## src/rtl/pe_array_pkg.sv

```systemverilog
// Shared types and lane arithmetic for the PE array result collector.
// Lanes are signed 16-bit values; a line packs LANES lanes, with lane 0 in the low bits.
package pe_array_pkg;

  localparam int DATA_W     = 16;
  localparam int LANES      = 7;
  localparam int LINES      = 3;
  localparam int LINE_IDX_W = 2;

  typedef logic signed [DATA_W-1:0] lane_t;
  typedef lane_t [LANES-1:0] line_t;

  typedef enum logic [1:0] {
    IDLE,
    SELECT,
    DRAIN
  } state_t;

  // The sum is formed in DATA_W+1 bits; when the top two bits differ, it has overflowed.
  function automatic lane_t sat_add(input lane_t a, input lane_t b);
    logic signed [DATA_W:0] s;
    s = {a[DATA_W-1], a} + {b[DATA_W-1], b};
    if (s[DATA_W] != s[DATA_W-1])
      return s[DATA_W] ? {1'b1, {(DATA_W-1){1'b0}}} : {1'b0, {(DATA_W-1){1'b1}}};
    return s[DATA_W-1:0];
  endfunction

  function automatic lane_t relu(input lane_t x);
    return x[DATA_W-1] ? '0 : x;
  endfunction

  function automatic logic [LINES-1:0] line_sel(input logic [LINE_IDX_W-1:0] idx);
    logic [LINES-1:0] v;
    v      = '0;
    v[idx] = 1'b1;
    return v;
  endfunction

endpackage

```

## src/rtl/pe_line_accum.sv

```systemverilog
// Lane-wise accumulate datapath for one output line.
// On pass 0 the incoming data is loaded as-is. On later passes it is added with saturation.
// The ReLU view of the stored line is also computed here.
module pe_line_accum
  import pe_array_pkg::*;
(
  input  line_t acc_in,
  input  line_t feat_in,
  input  logic  load,
  output line_t acc_out,
  output line_t relu_out
);

  always_comb begin
    acc_out  = '0;
    relu_out = '0;
    for (int k = 0; k < LANES; k++) begin
      acc_out[k]  = load ? feat_in[k] : sat_add(acc_in[k], feat_in[k]);
      relu_out[k] = relu(acc_in[k]);
    end
  end

endmodule

```

## src/rtl/pe_array_result_collector.sv

```systemverilog
// Reads the PE array one output line at a time and accumulates NUM_CH passes per line.
// It then streams the ReLU'd lines downstream over a valid/ready handshake.
module pe_array_result_collector
  import pe_array_pkg::*;
#(
  parameter int NUM_CH  = 4,
  parameter int OUT_LAT = 1
) (
  input  logic                      clk,
  input  logic                      rst,
  input  logic                      pass_done,
  output logic [LINES-1:0]          output_en_line,
  input  logic [LANES*DATA_W-1:0]   feature_out,
  output logic                      out_valid,
  input  logic                      out_ready,
  output logic [LANES*DATA_W-1:0]   out_data,
  output logic                      out_last,
  output logic                      busy,
  output logic                      pass_overrun
);

  localparam int LAT_W = (OUT_LAT > 0) ? $clog2(OUT_LAT + 1) : 1;
  localparam int PC_W  = (NUM_CH > 1) ? $clog2(NUM_CH) : 1;
  localparam logic [LAT_W-1:0]      LAT_MAX   = LAT_W'(OUT_LAT);
  localparam logic [PC_W-1:0]       PC_MAX    = PC_W'(NUM_CH - 1);
  localparam logic [LINE_IDX_W-1:0] LAST_LINE = LINE_IDX_W'(LINES - 1);

  state_t                  state;
  logic [PC_W-1:0]         pass_cnt;
  logic [LINE_IDX_W-1:0]   line_idx;
  logic [LAT_W-1:0]        lat_cnt;
  line_t                   acc [LINES];
  line_t                   feat_line;
  line_t                   acc_next;
  line_t                   relu_line;
  logic                    sample;

  assign feat_line = feature_out;
  assign sample    = (state == SELECT) && (lat_cnt == LAT_MAX);

  // One datapath serves all lines. line_idx is the line being read in SELECT and the line being sent in DRAIN.
  pe_line_accum u_accum (
    .acc_in   (acc[line_idx]),
    .feat_in  (feat_line),
    .load     (pass_cnt == '0),
    .acc_out  (acc_next),
    .relu_out (relu_line)
  );

  // Accumulators are not reset; the first pass after reset always loads them.
  always_ff @(posedge clk) begin
    if (!rst && sample)
      acc[line_idx] <= acc_next;
  end

  always_ff @(posedge clk) begin
    if (rst) begin
      state          <= IDLE;
      pass_cnt       <= '0;
      line_idx       <= '0;
      lat_cnt        <= '0;
      output_en_line <= '0;
      out_valid      <= 1'b0;
      out_last       <= 1'b0;
      pass_overrun   <= 1'b0;
    end else begin
      if (pass_done && state != IDLE)
        pass_overrun <= 1'b1;
      case (state)
        IDLE: begin
          if (pass_done) begin
            state          <= SELECT;
            line_idx       <= '0;
            lat_cnt        <= '0;
            output_en_line <= line_sel('0);
          end
        end
        SELECT: begin
          if (lat_cnt == LAT_MAX) begin
            lat_cnt <= '0;
            if (line_idx == LAST_LINE) begin
              output_en_line <= '0;
              line_idx       <= '0;
              if (pass_cnt == PC_MAX) begin
                state     <= DRAIN;
                out_valid <= 1'b1;
                out_last  <= (LAST_LINE == '0);
              end else begin
                pass_cnt <= pass_cnt + PC_W'(1);
                state    <= IDLE;
              end
            end else begin
              line_idx       <= line_idx + LINE_IDX_W'(1);
              output_en_line <= line_sel(line_idx + LINE_IDX_W'(1));
            end
          end else begin
            lat_cnt <= lat_cnt + LAT_W'(1);
          end
        end
        DRAIN: begin
          if (out_ready) begin
            if (line_idx == LAST_LINE) begin
              state     <= IDLE;
              out_valid <= 1'b0;
              out_last  <= 1'b0;
              pass_cnt  <= '0;
              line_idx  <= '0;
            end else begin
              line_idx <= line_idx + LINE_IDX_W'(1);
              out_last <= (line_idx + LINE_IDX_W'(1) == LAST_LINE);
            end
          end
        end
        default: state <= IDLE;
      endcase
    end
  end

  assign out_data = out_valid ? relu_line : '0;
  assign busy     = (state != IDLE) || (pass_cnt != '0);

endmodule

```

## config.mk

```make
export PLATFORM = sky130hd
export DESIGN_NAME = pe_array_result_collector
export DESIGN_NICKNAME = d
export VERILOG_FILES = /design/src/rtl/pe_array_pkg.sv /design/src/rtl/pe_line_accum.sv /design/src/rtl/pe_array_result_collector.sv
export SDC_FILE = /design/constraint.sdc
export NUM_CORES = 1
export LEC_CHECK = 0
export CAP_MARGIN = 10
export CORE_UTILIZATION = 50
export DETAILED_ROUTE_END_ITERATION = 12
export PLACE_DENSITY = 0.72
export SLEW_MARGIN = 20
export SYNTH_ARGS = -nofsm -noshare
export SYNTH_HDL_FRONTEND = slang
export SYNTH_SLANG_ARGS = --single-unit
export TNS_END_PERCENT = 50
```

## constraint.sdc

```tcl
create_clock -name clk -period 18.1 [get_ports clk]
set_clock_uncertainty 0.2 [all_clocks]
set_input_delay 3.62 -clock clk [delete_from_list [all_inputs] [get_ports clk]]
set_output_delay 3.62 -clock clk [all_outputs]
set_load 0.02 [all_outputs]
```

==> impl_metrics.yaml, run 1 <==
outcome:
  outcome: "finished, final reports clean"
sta:
  fin_crit_sh_pct: 40.8
  finalSetupTns_ns: 0
  slew_headroom_pct: 23.2
  rsz0062_at_grt: "no"
  slew_violations: 0
  min_period_ns: 7.38
  hold_viol: 0
  worst_pin_slew_ns: 1.15
  setup_viol: 0
  max_freq_mhz: 135
worst_setup_path:
  worstSetupStartpointType: "flop"
  crit_path_end_kind: "primary output"
  crit_arrival_ns: 3.56
  path_max_fanout: 45
  worstPathRequired_ns: 14.28
  critPathKind: "reg2out"
detailed_routing:
  first_pass_iters: 5
  drt_iter0_markers: 1055
  wire_per_inst_um: 19.0
  met1Wirelength_um: 23100
  vias_per_cell: 5.84
  maxUsedRoutingLayer: "met5"
  routed-wl-met3_um: 2790
  routed_wl_um: 51400
  drc_errors: 0
  drt.antenna.violating_nets: 0
  vias: 15800
  met2_length_um: 24600
floorplan:
  die_w_um: 208
  die_h_um: 208
  initial_utilization_pct: 51.2
  ios: 235
  core.rowCount: 74
  design.core.area_um2: 41300
  dieArea_um2: 43100
min_path:
  min_path_type: "reg2reg"
yosys:
  syn_inst: 1948
  avgSynthCellArea_um2: 10.8
  yosysUniqueCellTypes: 83
  yosysSeqAreaShare_pct: 49.2
  synth_ff_type: "edfxtp_1"
  ys_seq_elements: 351
  syn-cell-area_um2: 21100
  async_flop_share_pct: 0
  synth_warnings: 0
  synth_edf_count: 336
layout:
  fin_nets: 2389
  design_area_um2: 25000
  nFillCells: 3411
  fin_util_pct: 60.7
  syn_to_final_growth_pct: 18.5
  final_cell_mix: "edfxtp_1, clkdlybuf4s50_1, nand2_1, o21ai_0"
  layout_commonest_cell: "edfxtp_1"
  drive_gt1_share_pct: 5.74
clock_tree:
  clkSinkCount: 351
  ctsResizeCount: 0
  clk_pin_slew_worst_paths_ns: 0.06
  cts_buffer_depth: 3
  postCtsSetupBuffers: 0
  cts_root_buf: "clkbuf_16"
  numCtsBuffers: 37
  cts_tree: "built"
  worst_skew_pair.late_latency_ns: 0.52
  hold_buffers: 0
  htreeDepth: 2
placed_design:
  gp_congestion: 0.943
  place_hpwl_um: 36300
  dpl_cell_area_um2: 23900
  port_buffers: 227
global_route:
  antenna_found_initial: 7
  grt_pass1_wl_um: 81300
  grt_usage_pct: 23.5
  grt_start_max_net_pins: 93
  grt_pass1_vias: 15500
  grt-ovfl-total: 0
power_and_ir_drop:
  comb_power_share_pct: 26.7
  irDropWorstVdd_uv: 53.5
  cellInternalPower_mw: 1.60
  p_clk_share_pct: 31.6
  p_sw_mw: 0.662
  share_seq_of_total_power_pct: 41.7
  switching_share_pct: 29.2
  design_power_total_mw: 2.27
  power_density_nw_per_um2: 90.5
  leakagePower_nw: 8.68
run:
  cap_viol_max_count: 0
stage by stage:
| step | worst slack, ns | hold WS (ns) | cells |
|---|---|---|---|
| 6_report | 10.72 | 0.256 | 2712 |
| 5_1_grt | 10.44 | 0.306 | 2711 |
| 4_1_cts | 10.57 | 0.257 | 2707 |
| 3_5_place_dp | 10.56 | 0.249 | 2639 |
| 3_3_place_gp | 10.52 | 0.241 | 2638 |
| 2_1_floorplan | 1.77 | 0.249 | 1954 |
cell type report:
class	count	area, um^2	area share (%)
Multi-Input combinational cell	1455	10200	40.7
Inverter	55	206	0.824
Tap cell	532	666	2.66
Clock buffer	45	1010	4.03
Sequential cell	351	10400	41.5
Clock inverter	23	150	0.599
Timing Repair Buffer	248	2430	9.70
Antenna cell	3	7.51	0.0300
power by group through the flow:
stage,combinational (mW),clock (mW),sequential [mW]
after floorplan,0.430,0,0.960
after global placement,0.586,0,0.961
after detailed placement,0.598,0,0.962
after CTS,0.602,0.728,0.945
after global routing,0.665,0.759,0.945
final,0.606,0.715,0.944
per-layer routing:
layer	up-vias	track usage [%]
li1	7778	-
met1	7541	31.6
met2	432	39.9
met3	77	3.59
met4	8	5.43
met5	-	0
cell usage after synthesis (all sizes together) (6+ instances only):
library cell / instances / area share, %
a2bb2oi: 55 / 2.3
a221o: 23 / 1.2
nor2: 81 / 1.4
a21oi: 118 / 2.8
o31ai: 12 / 0.43
edfxtp: 336 / 48
mux2i: 117 / 5.5
and3: 10 / 0.30
nand2b: 24 / 0.71
xnor2: 50 / 2.1
a31oi: 23 / 0.71
nor2b: 110 / 3.3
a211oi: 16 / 0.57
buf: 31 / 0.88
nor3b: 6 / 0.21
clkbuf: 62 / 1.1
a21boi: 7 / 0.25
a21o: 35 / 1.2
nand4: 11 / 0.33
nand3: 44 / 1.0
fa: 7 / 0.66
ha: 118 / 7.0
and2: 6 / 0.18
or3: 10 / 0.30
a22oi: 7 / 0.25
nor4: 9 / 0.30
inv: 55 / 0.98
nor3: 11 / 0.28
o211ai: 32 / 1.2
dfxtp: 15 / 1.4
xor2: 26 / 1.1
nand2: 198 / 3.5
o21a: 19 / 0.68
a22o: 6 / 0.25
o21ai: 174 / 4.1
kinds of logic after synthesis:
family	Yosys count	share of synthesized area, %
xor gates and xnor gates	76	3.19
adders and majority gates	128	7.79
AOI/OAI and AO/OA	575	18.2
DFF	351	49.2
and+or+nand+nor	549	13.0
muxes	120	5.70
buffers and inverters	148	2.95
other	1	0.0177
worst max-delay path, stage by stage (launching register included):
cell	delay (ns)
dfxtp_4	0.57
buf_4	0.73
mux2i_1	0.21
o211ai_1	0.83
nor2b_1	0.12
clkdlybuf4s50_1	0.58
state kept, by name, summed over array words and instances (netlist names), 2 cells and up, named ones only:
| name | count |
|---|---|
| state | 2 |
| acc | 336 |
| line_idx | 2 |
| pass_cnt | 2 |
| output_en_line | 3 |
worst paths after layout:
path	startpoint	endpoint	slack, ns	cells past startpoint
worst min-delay path	output_en_line[0]$_SDFFE_PP0P_	output_en_line[0]$_SDFFE_PP0P_	0.26	2
worst max-delay path	flop	out_data[2]	10.72	5
worst min register to register	output_en_line[0]$_SDFFE_PP0P_	output_en_line[0]$_SDFFE_PP0P_	0.26	2
worst max register to register	flop	acc[1][48]$_DFFE_PP_	12.73	13
Note: power is estimated with default switching activity, not from simulation.
==> run 2, diff against run 1 <==
--- a/config.mk
+++ b/config.mk
@@ -8,7 +8,7 @@
 export CAP_MARGIN = 10
 export CORE_UTILIZATION = 50
 export DETAILED_ROUTE_END_ITERATION = 12
-export PLACE_DENSITY = 0.72
+export PLACE_DENSITY = 0.75
 export SLEW_MARGIN = 20
 export SYNTH_ARGS = -nofsm -noshare
 export SYNTH_HDL_FRONTEND = slang
==> constraint.sdc (replaced) <==
create_clock -name clk -period 6.72 [get_ports clk]
set_clock_uncertainty 0.2 [all_clocks]
set_input_delay 1.344 -clock clk [delete_from_list [all_inputs] [get_ports clk]]
set_output_delay 1.344 -clock clk [all_outputs]
set_load 0.02 [all_outputs]
==> run 2 against run 1 <==
Net effect: non-clock buffer count rose by 7; clock power rose to 3.0 times the previous value; clock-buffer cell count is 4 higher; critical path type is now reg2reg; largest cell class unchanged; largest power group unchanged.
==> impl_metrics.yaml, run 2 (synthesis gave the netlist of run 1 again) <==
power_and_ir_drop:
  power_density_nw_per_um2: 249
  leakagePower_nw: 8.80
  irDropWorstVdd_uv: 155
  design_power_total_mw: 6.29
placed_design:
  dp_slack_ns: 1.66
  gp_congestion: 0.948
  dpl_cell_area_um2: 24000
  dpl.cell_count: 2647
  place_hpwl_um: 35500
  port_buffers: 227
worst_setup_path:
  reg2reg_depth: 12
  crit_arrival_ns: 5.21
  worstSetupStartpointType: "flop"
  crit_path_end_kind: "flop"
  path_max_fanout: 89
  worstPathRequired_ns: 6.85
  critPathKind: "reg2reg"
min_path:
  min_path_type: "reg2reg"
  min_path_cells: 2
detailed_routing:
  wire_per_inst_um: 18.6
  vias: 16000
  drt.antenna.violating_nets: 0
  routed_wl_um: 50400
  drt_iter0_markers: 1015
  drc_errors: 0
  first_pass_iters: 5
  vias_per_cell: 5.89
sta:
  slew_headroom_pct: 32.6
  setup_viol: 0
  rsz0062_at_grt: "no"
  hold_ws_ns: 0.258
  fin_crit_sh_pct: 75.6
  finalSetupTns_ns: 0
  hold_viol: 0
  min_period_ns: 5.08
  max_freq_mhz: 197
  slew_violations: 0
  finalWorstSetupSlack_ns: 1.64
  worst_pin_slew_ns: 0.982
clock_tree:
  cts_root_buf: "clkbuf_16"
  htreeDepth: 2
  worst_skew_pair.late_latency_ns: 0.55
  clkSinkCount: 351
  hold_buffers: 0
  ctsResizeCount: 0
  cts_buffer_depth: 3
  cts_tree: "built"
  numCtsBuffers: 38
  postCtsSetupBuffers: 0
  clk_pin_slew_worst_paths_ns: 0.06
layout:
  top_regs: "acc (336), output_en_line (3)"
  instances_no_fill: 2717
  syn_to_final_growth_pct: 19.7
  regMostFlops: "acc"
  final_cell_mix: "edfxtp_1, clkdlybuf4s50_1, nand2_1, o21ai_0"
  largest_register_ffs: 336
  fin_util_pct: 61.3
  drive_gt1_share_pct: 6.05
  layout_commonest_cell: "edfxtp_1"
  design_area_um2: 25300
  fin_nets: 2397
global_route:
  grt_pass1_vias: 15900
  grt-ovfl-total: 0
  grt_start_max_net_pins: 90
  antenna_found_initial: 4
  grt_usage_pct: 23.3
  grt_pass1_wl_um: 81100
floorplan:
  ios: 235
  dieArea_um2: 43100
  die_h_um: 208
  die_w_um: 208
  design.core.area_um2: 41300
  initial_utilization_pct: 51.2
  core.rowCount: 74
outcome:
  outcome: "finished, final reports clean"
run:
  cap_viol_max_count: 0
run 2: changes by cell type in the layout (fill, tap and decap cells not counted), sizes merged:
cell | previous run | this run
clkbuf | 45 | 49
inv | 57 | 55
buf | 21 | 28
bufinv | 1 | 5
clkinvlp | 3 | 0
clkinv | 17 | 12
run 2: layout make-up:
cell class / instances / area, um^2
multi-input combinational: 1455 / 10200
timing repair buffer: 255 / 2540
clock inverter: 17 / 206
inverter: 55 / 206
fill: 3383 / 16000
sequential: 351 / 10400
antenna: 3 / 7.51
tap: 532 / 666
clock buffer: 49 / 1070
run 2: where the power goes:
part | switching (mW) | internal [mW]
combinational | 0.925 | 0.686
sequential | 0.0281 | 2.53
clock | 0.816 | 1.31
run 2: final timing paths:
path	from	end	slack, ns
setup reg to reg	flop	acc[0][105]$_DFFE_PP_	1.64
hold reg to reg	output_en_line[0]$_SDFFE_PP0P_	output_en_line[0]$_SDFFE_PP0P_	0.26
setup / recovery	flop	acc[0][105]$_DFFE_PP_	1.64
hold / removal	output_en_line[0]$_SDFFE_PP0P_	output_en_line[0]$_SDFFE_PP0P_	0.26
run 2: routing by layer:
metal  global-route usage [%]  wire length, um
met5                        0               28
met3                     3.78             3310
met1                     30.6            21900
met4                     8.57             1340
met2                     38.9            23900
run 2: critical path, stage by stage (launching register included):
cell      delay (ns)
dfxtp_4         0.93
buf_4           0.37
nor2_1          0.07
a21oi_1         0.34
inv_1           0.09
ha_1            0.31
a211oi_1        0.11
o211ai_1        0.32
a31oi_1         0.21
o31ai_1         0.44
mux2i_1         0.87
nand2_1         0.27
a22oi_1         0.33
